**config.mk**
```make
export PLATFORM = sky130hd
export DESIGN_NAME = serial_add_seq
export DESIGN_NICKNAME = d
export VERILOG_FILES = /design/src/rtl/serial_add_seq_pkg.sv /design/src/rtl/full_adder_bit.sv /design/src/rtl/half_adder.sv /design/src/rtl/serial_add_seq.sv
export SDC_FILE = /design/constraint.sdc
export NUM_CORES = 1
export LEC_CHECK = 0
export ABC_AREA = 1
export ABC_CLOCK_PERIOD_IN_PS = 2500
export CAP_MARGIN = 10
export CELL_PAD_IN_SITES_DETAIL_PLACEMENT = 1
export CELL_PAD_IN_SITES_GLOBAL_PLACEMENT = 2
export CORE_MARGIN = 1.5
export CORE_UTILIZATION = 30
export CTS_CLUSTER_SIZE = 40
export DETAILED_ROUTE_END_ITERATION = 8
export PLACE_DENSITY_LB_ADDON = 0.3
export SYNTH_ARGS = -nofsm -noshare
export SYNTH_HDL_FRONTEND = slang
export SYNTH_SLANG_ARGS = --single-unit
```
**constraint.sdc**
```tcl
create_clock -name clk -period 2.5 [get_ports clk]
set_clock_uncertainty 0.05 [all_clocks]
set_input_delay 0.5 -clock clk [delete_from_list [all_inputs] [get_ports clk]]
set_output_delay 0.5 -clock clk [all_outputs]
set_load 0.02 [all_outputs]
```
**src/rtl/serial_add_seq_pkg.sv**
```systemverilog
// rtl/serial_add_seq_pkg.sv - shared state encoding and default width for the serial adder
package serial_add_seq_pkg;

    localparam int DEFAULT_WIDTH = 8;

    typedef enum logic [1:0] {
        IDLE = 2'd0,
        RUN  = 2'd1,
        DONE = 2'd2
    } state_t;

endpackage

```
**src/rtl/full_adder_bit.sv**
```systemverilog
// rtl/full_adder_bit.sv - one-bit full-add step from two half adders and an OR
module full_adder_bit (
    input  logic a,
    input  logic b,
    input  logic cin,
    output logic s,
    output logic cout
);

    logic s0;
    logic c0;
    logic c1;

    half_adder u_ha0 (
        .x (a),
        .y (b),
        .s (s0),
        .c (c0)
    );

    half_adder u_ha1 (
        .x (s0),
        .y (cin),
        .s (s),
        .c (c1)
    );

    assign cout = c0 | c1;

endmodule

```
**src/rtl/half_adder.sv**
```systemverilog
// rtl/half_adder.sv - one-bit half adder
module half_adder (
    input  logic x,
    input  logic y,
    output logic s,
    output logic c
);

    assign s = x ^ y;
    assign c = x & y;

endmodule

```
**src/rtl/serial_add_seq.sv**
```systemverilog
// rtl/serial_add_seq.sv - bit-serial adder, LSB first, with start/busy/done handshake
import serial_add_seq_pkg::*;

module serial_add_seq #(
    parameter int WIDTH = DEFAULT_WIDTH
) (
    input  logic             clk,
    input  logic             rst,
    input  logic             start,
    input  logic [WIDTH-1:0] a,
    input  logic [WIDTH-1:0] b,
    input  logic             cin,
    output logic             busy,
    output logic             done,
    output logic [WIDTH-1:0] sum,
    output logic             cout
);

    localparam int CW = $clog2(WIDTH + 1);

    state_t           state;
    state_t           state_next;
    logic [CW-1:0]    cnt;
    logic [WIDTH-1:0] a_sh;
    logic [WIDTH-1:0] b_sh;
    logic             carry;
    logic             fa_s;
    logic             fa_co;
    logic             load;
    logic             step;
    logic             last;

    full_adder_bit u_fa (
        .a    (a_sh[0]),
        .b    (b_sh[0]),
        .cin  (carry),
        .s    (fa_s),
        .cout (fa_co)
    );

    assign last = (cnt == CW'(WIDTH - 1));

    always_comb begin
        state_next = state;
        load       = 1'b0;
        step       = 1'b0;
        case (state)
            IDLE: begin
                if (start) begin
                    load       = 1'b1;
                    state_next = RUN;
                end
            end
            RUN: begin
                step = 1'b1;
                if (last) begin
                    state_next = DONE;
                end
            end
            DONE: begin
                state_next = IDLE;
            end
            default: begin
                state_next = IDLE;
            end
        endcase
    end

    assign busy = (state != IDLE);
    assign done = (state == DONE);

    // Sum fills from the MSB end so after WIDTH steps bit 0 holds the first computed bit.
    always_ff @(posedge clk) begin
        if (rst) begin
            state <= IDLE;
            cnt   <= '0;
            carry <= 1'b0;
            a_sh  <= '0;
            b_sh  <= '0;
            sum   <= '0;
            cout  <= 1'b0;
        end else begin
            state <= state_next;
            if (load) begin
                a_sh  <= a;
                b_sh  <= b;
                carry <= cin;
                sum   <= '0;
                cout  <= 1'b0;
                cnt   <= '0;
            end else if (step) begin
                a_sh  <= a_sh >> 1;
                b_sh  <= b_sh >> 1;
                carry <= fa_co;
                sum   <= (sum >> 1) | (WIDTH'(fa_s) << (WIDTH - 1));
                cnt   <= cnt + CW'(1);
                if (last) begin
                    cout <= fa_co;
                end
            end
        end
    end

endmodule

```
Word level (Yosys, flattened, before mapping)
Cells that the tools add are included.

Register bits after elaboration: 32. Bits of input ports: 20.

Add/subtract/negate cells: 1. Equal/unequal tests: 5. Multiplexer cells: 12. Bitwise operators: 6. Reductions and logical operators: 6.

Operators by type and width (number): 8-bit two-way mux (4); 7-bit by 8-bit bitwise OR with 8-bit output (1); 1-bit two-way mux (5); 4-bit by 1-bit adder with 4-bit output, second input constant (1); 4-bit by 3-bit == test with 1-bit output, second input constant (1); 2-bit two-way mux (2); 2-bit != test, second input constant (2); 2-bit one-hot mux with 2 select lines (1); 2-bit AND reduction (2); 2-bit nonzero test (2); 1-bit AND (2); 2-bit by 1-bit == test with 1-bit output, second input constant (1); 2-bit == test, second input constant (1); 2-bit zero test (1); 2-bit OR reduction (1); 1-bit XOR (2); 1-bit bitwise OR (1).

Longest topological paths before layout
Gate-level depths: netlist of the first run.

Word-level depth: 5. Gate-level depth with buffers: 8.

Hierarchy
Synthesis of the first run repeated with hierarchy kept, for this count alone.

Cell total of the unflattened synthesis: 241. Area total of the unflattened synthesis: 1599.0 um^2.

By module, submodules not included: serial_add_seq (times used 1, cells an instance 236, area each 1562.7 um^2, sequential area each 640.6 um^2); half_adder (times used 2, cells an instance 1, area each 12.5 um^2, sequential area each 0.0 um^2); full_adder_bit (times used 1, cells an instance 3, area each 11.3 um^2, sequential area each 0.0 um^2).

Worst setup path after synthesis of the first run
Ideal clock, no wire load.

Path kind: register -> output. From: register state[1]. To: output port done. Data arrival time: 1.018 ns. Setup slack: 0.932 ns. Cell stages (with the launch flop): 4. Buffers on the path: 1. Cells stage by stage: dfxtp_1 > inv_2 > buf_2 > nor2_1.

Cells in the longest elaborated chain, start to end: 1.

Ends and longest elaborated chain: start: declaration (line serial_add_seq.sv:21) `state_t state;`; start signal: assignment (line serial_add_seq.sv:83) `state <= state_next;`; 2-bit == test (line serial_add_seq.sv:70) `assign done = (state == DONE);`; end: declaration (line serial_add_seq.sv:14) `output logic done,`.

Every way passes these cells.

Worst setup path in the final report of the first run
Same ends and word-level chain as after synthesis.

==> summary.txt, run 1 <==
Clock tree
  – TritonCTS Buffers: 5
  – Root Driver: clkbuf_8
  – Clk slew on worst S/H paths: 70 ps
  – Post-CTS Setup Inserts: 0
  – # resized after CTS: 0
  – Max H-tree Level: 2
  – Worst-Skew Late Latency: 280 ps
  – CTS tree: yes
  – Clock tree sinks: 32
  – Cts hold-fix bufs: 0
  – Longest Clk Path Bufs: 2

Placement
  – Post-Place Cell Area: 1930 sq um
  – Place WS: 556 ps
  – Routability cong.: 0.666
  – PortBufs: 30
  – Post-DP HPWL: 2720 um

Global route
  – All-layer global routing usage: 15.0%
  – Vias in the first global route: 1,482
  – Overflow after GRT: 0
  – Antenna violations before repair: 0
  – First-pass GRT wire length: 7020 um
  – Largest net degree at the start of global routing: 18

Synthesis
  – Syn. warnings: 0
  – Cell Area, Synth: 1610 sq um
  – Seq/Total Area, Yosys: 39.8%
  – Synth Register Bits: 32
  – Post-synth cell types: 20
  – Cells after Synth: 237
  – Mapped Nets: 259
  – Mean Syn Cell Area: 6.78 sq um

Floorplan
  – Row count: 26
  – I/O pins: 31
  – Initial core utilization: 31.3%
  – Chip width: 76.2 um
  – Chip height: 76.2 um
  – Area of the die: 5810 sq um
  – Core Area: 5140 sq um

Detailed routing
  – Wire per inst: 11.8 um
  – Drt total wl: 3960 um
  – Routed Antenna Nets: 0
  – Iter 0 DRT Violations: 44
  – Pre-antenna DRT Iters: 4
  – Vias post-DR: 1,473
  – Number of remaining DRC errors: 0
  – Vias/cell: 4.40

Timing
  – Fmax: 0.446 GHz
  – Final period util: 89.6%
  – Worst-Margin Slew: 478 ps
  – Post-route minimum period: 2240 ps
  – RSZ-0062 raised after global routing: false
  – Setup violators final: 0
  – Final count of hold timing violations: 0
  – Worst setup margin: 260 ps
  – Slew Viols, Final: 0
  – Fin Setup TNS: 0 ps
  – Slew headroom: 68.0%

Final layout
  – ANT cells: 0
  – Area of the multi-input gates: 742 sq um
  – Layout cells sized above 1: 8.30%
  – P&R area growth vs syn: 25.9%
  – Nets: 287
  – Fillers: 680
  – FF+latch area: 641 sq um
  – Final Cell Area: 2020 sq um

Setup path
  – Crit. End Element: output pin
  – Crit path kind: register to output pin
  – CP Max Fanout: 16
  – Worst path required time: 1950 ps
  – CP arrival: 1690 ps
  – Element type at the critical path start: register

Pwr
  – Leak Pwr: 0.874 nW
  – Power density cells: 571 nW/um^2
  – Worst vdd ir: 0.241 mV

Job
  – Max cap viols: 0

Status
  – Status: completed

Worst hold path
  – HP Class: register to register
==> critical path, stage by stage (launching register included) <==
cell and delay, ps:
dfxtp_1 450, inv_2 200, nor2_1 140, clkdlybuf4s50_1 620
==> routing by layer <==
metal,GRT usage (%),vias up,wire length [um]
met5,0,-,0
met4,5.00,0,55
met3,4.43,5,176
met2,24.6,27,1810
met1,18.9,667,1910
li1,-,774,-
==> logic make-up (layout without fill, tap and decap cells) <==
logic type      after synthesis  after routing  share of synthesized area (%)
compound gates               22             22                           7.78
flops                        32             32                           39.8
buf+inv                      47             75                           14.0
xor+xnor                      1              1                          0.545
fa+ha+maj                     2              2                           2.02
simple gates                133            133                           35.8
==> layout by cell type (no fill, tap or decap) <==
master / n
nand2_1: 73
inv_2: 4
inv_1: 30
xor2_1: 1
dfxtp_1: 32
a21oi_1: 14
nor3_1: 1
o21ai_0: 6
fa_1: 1
nor2_4: 3
clkdlybuf4s50_1: 30
nor2_1: 24
nand2_4: 2
nand3_1: 30
ha_1: 1
clkbuf_8: 7
o21ai_4: 1
a21oi_2: 1
buf_4: 4
==> state kept, by name, summed over array words and instances, names as in the netlist <==
| register | cells |
|---|---|
| a_sh | 8 |
| cout | 1 |
| carry | 1 |
| sum | 8 |
| b_sh | 8 |
| state | 2 |
| cnt | 4 |
==> where the power goes <==
part | leakage [nW] | switching [W] | internal, W
Combinational | 0.562 | 0.0000987 | 0.0000745
Sequential | 0.262 | 0.0000168 | 0.000535
Clock | 0.0503 | 0.000186 | 0.000245
Total | 0.874 | 0.000302 | 0.000854
==> worst paths after layout <==
check / cells after the start / to / startpoint / slack (ps)
hold / removal: 2 / a_sh[7] / a_sh[7] / 410
setup / recovery: 3 / done / state[1] / 260
hold reg to reg: 2 / a_sh[7] / a_sh[7] / 410
setup reg to reg: 7 / a_sh[1] / state[0] / 810
==> synth_stat cells <==
cell	number	area share, %
a21oi_1	14	4.4
a21oi_2	1	0.54
buf_1	1	0.23
buf_2	6	1.9
buf_4	1	0.47
buf_6	5	3.5
dfxtp_1	32	40
fa_1	1	1.2
ha_1	1	0.78
inv_1	30	7.0
inv_2	4	0.93
nand2_1	73	17
nand2_4	2	1.4
nand3_1	30	9.3
nor2_1	24	5.6
nor2_4	3	2.1
nor3_1	1	0.31
o21ai_0	6	1.9
o21ai_4	1	1.0
xor2_1	1	0.54
==> stage by stage <==
step	power (W)	cells	utilization, %	hold slack, ps
finish	0.00116	335	39.4	414
global route	0.00123	335	39.4	433
CTS	0.00118	335	39.4	417
detailed placement	0.000740	328	37.5	406
global placement	0.000738	328	37.5	404
floorplan	0.000683	237	-	394
==> final cells by class <==
cell class              instances  share of cell area [%]
flip-flops and latches         32                    31.6
well taps                      70                    4.33
clock buffers                   7                    4.76
repair buffers                 34                    16.3
multi-input cells             158                    36.7
inverters                      34                    6.30
No activity file was read; power rests on OpenSTA's default activity.
==> run 2, diff against run 1 <==
Settings changed: CTS_CLUSTER_SIZE 40 to 20.
==> results of run 2 <==
No change in the layout: final DEF, timing and power equal those of run 1.
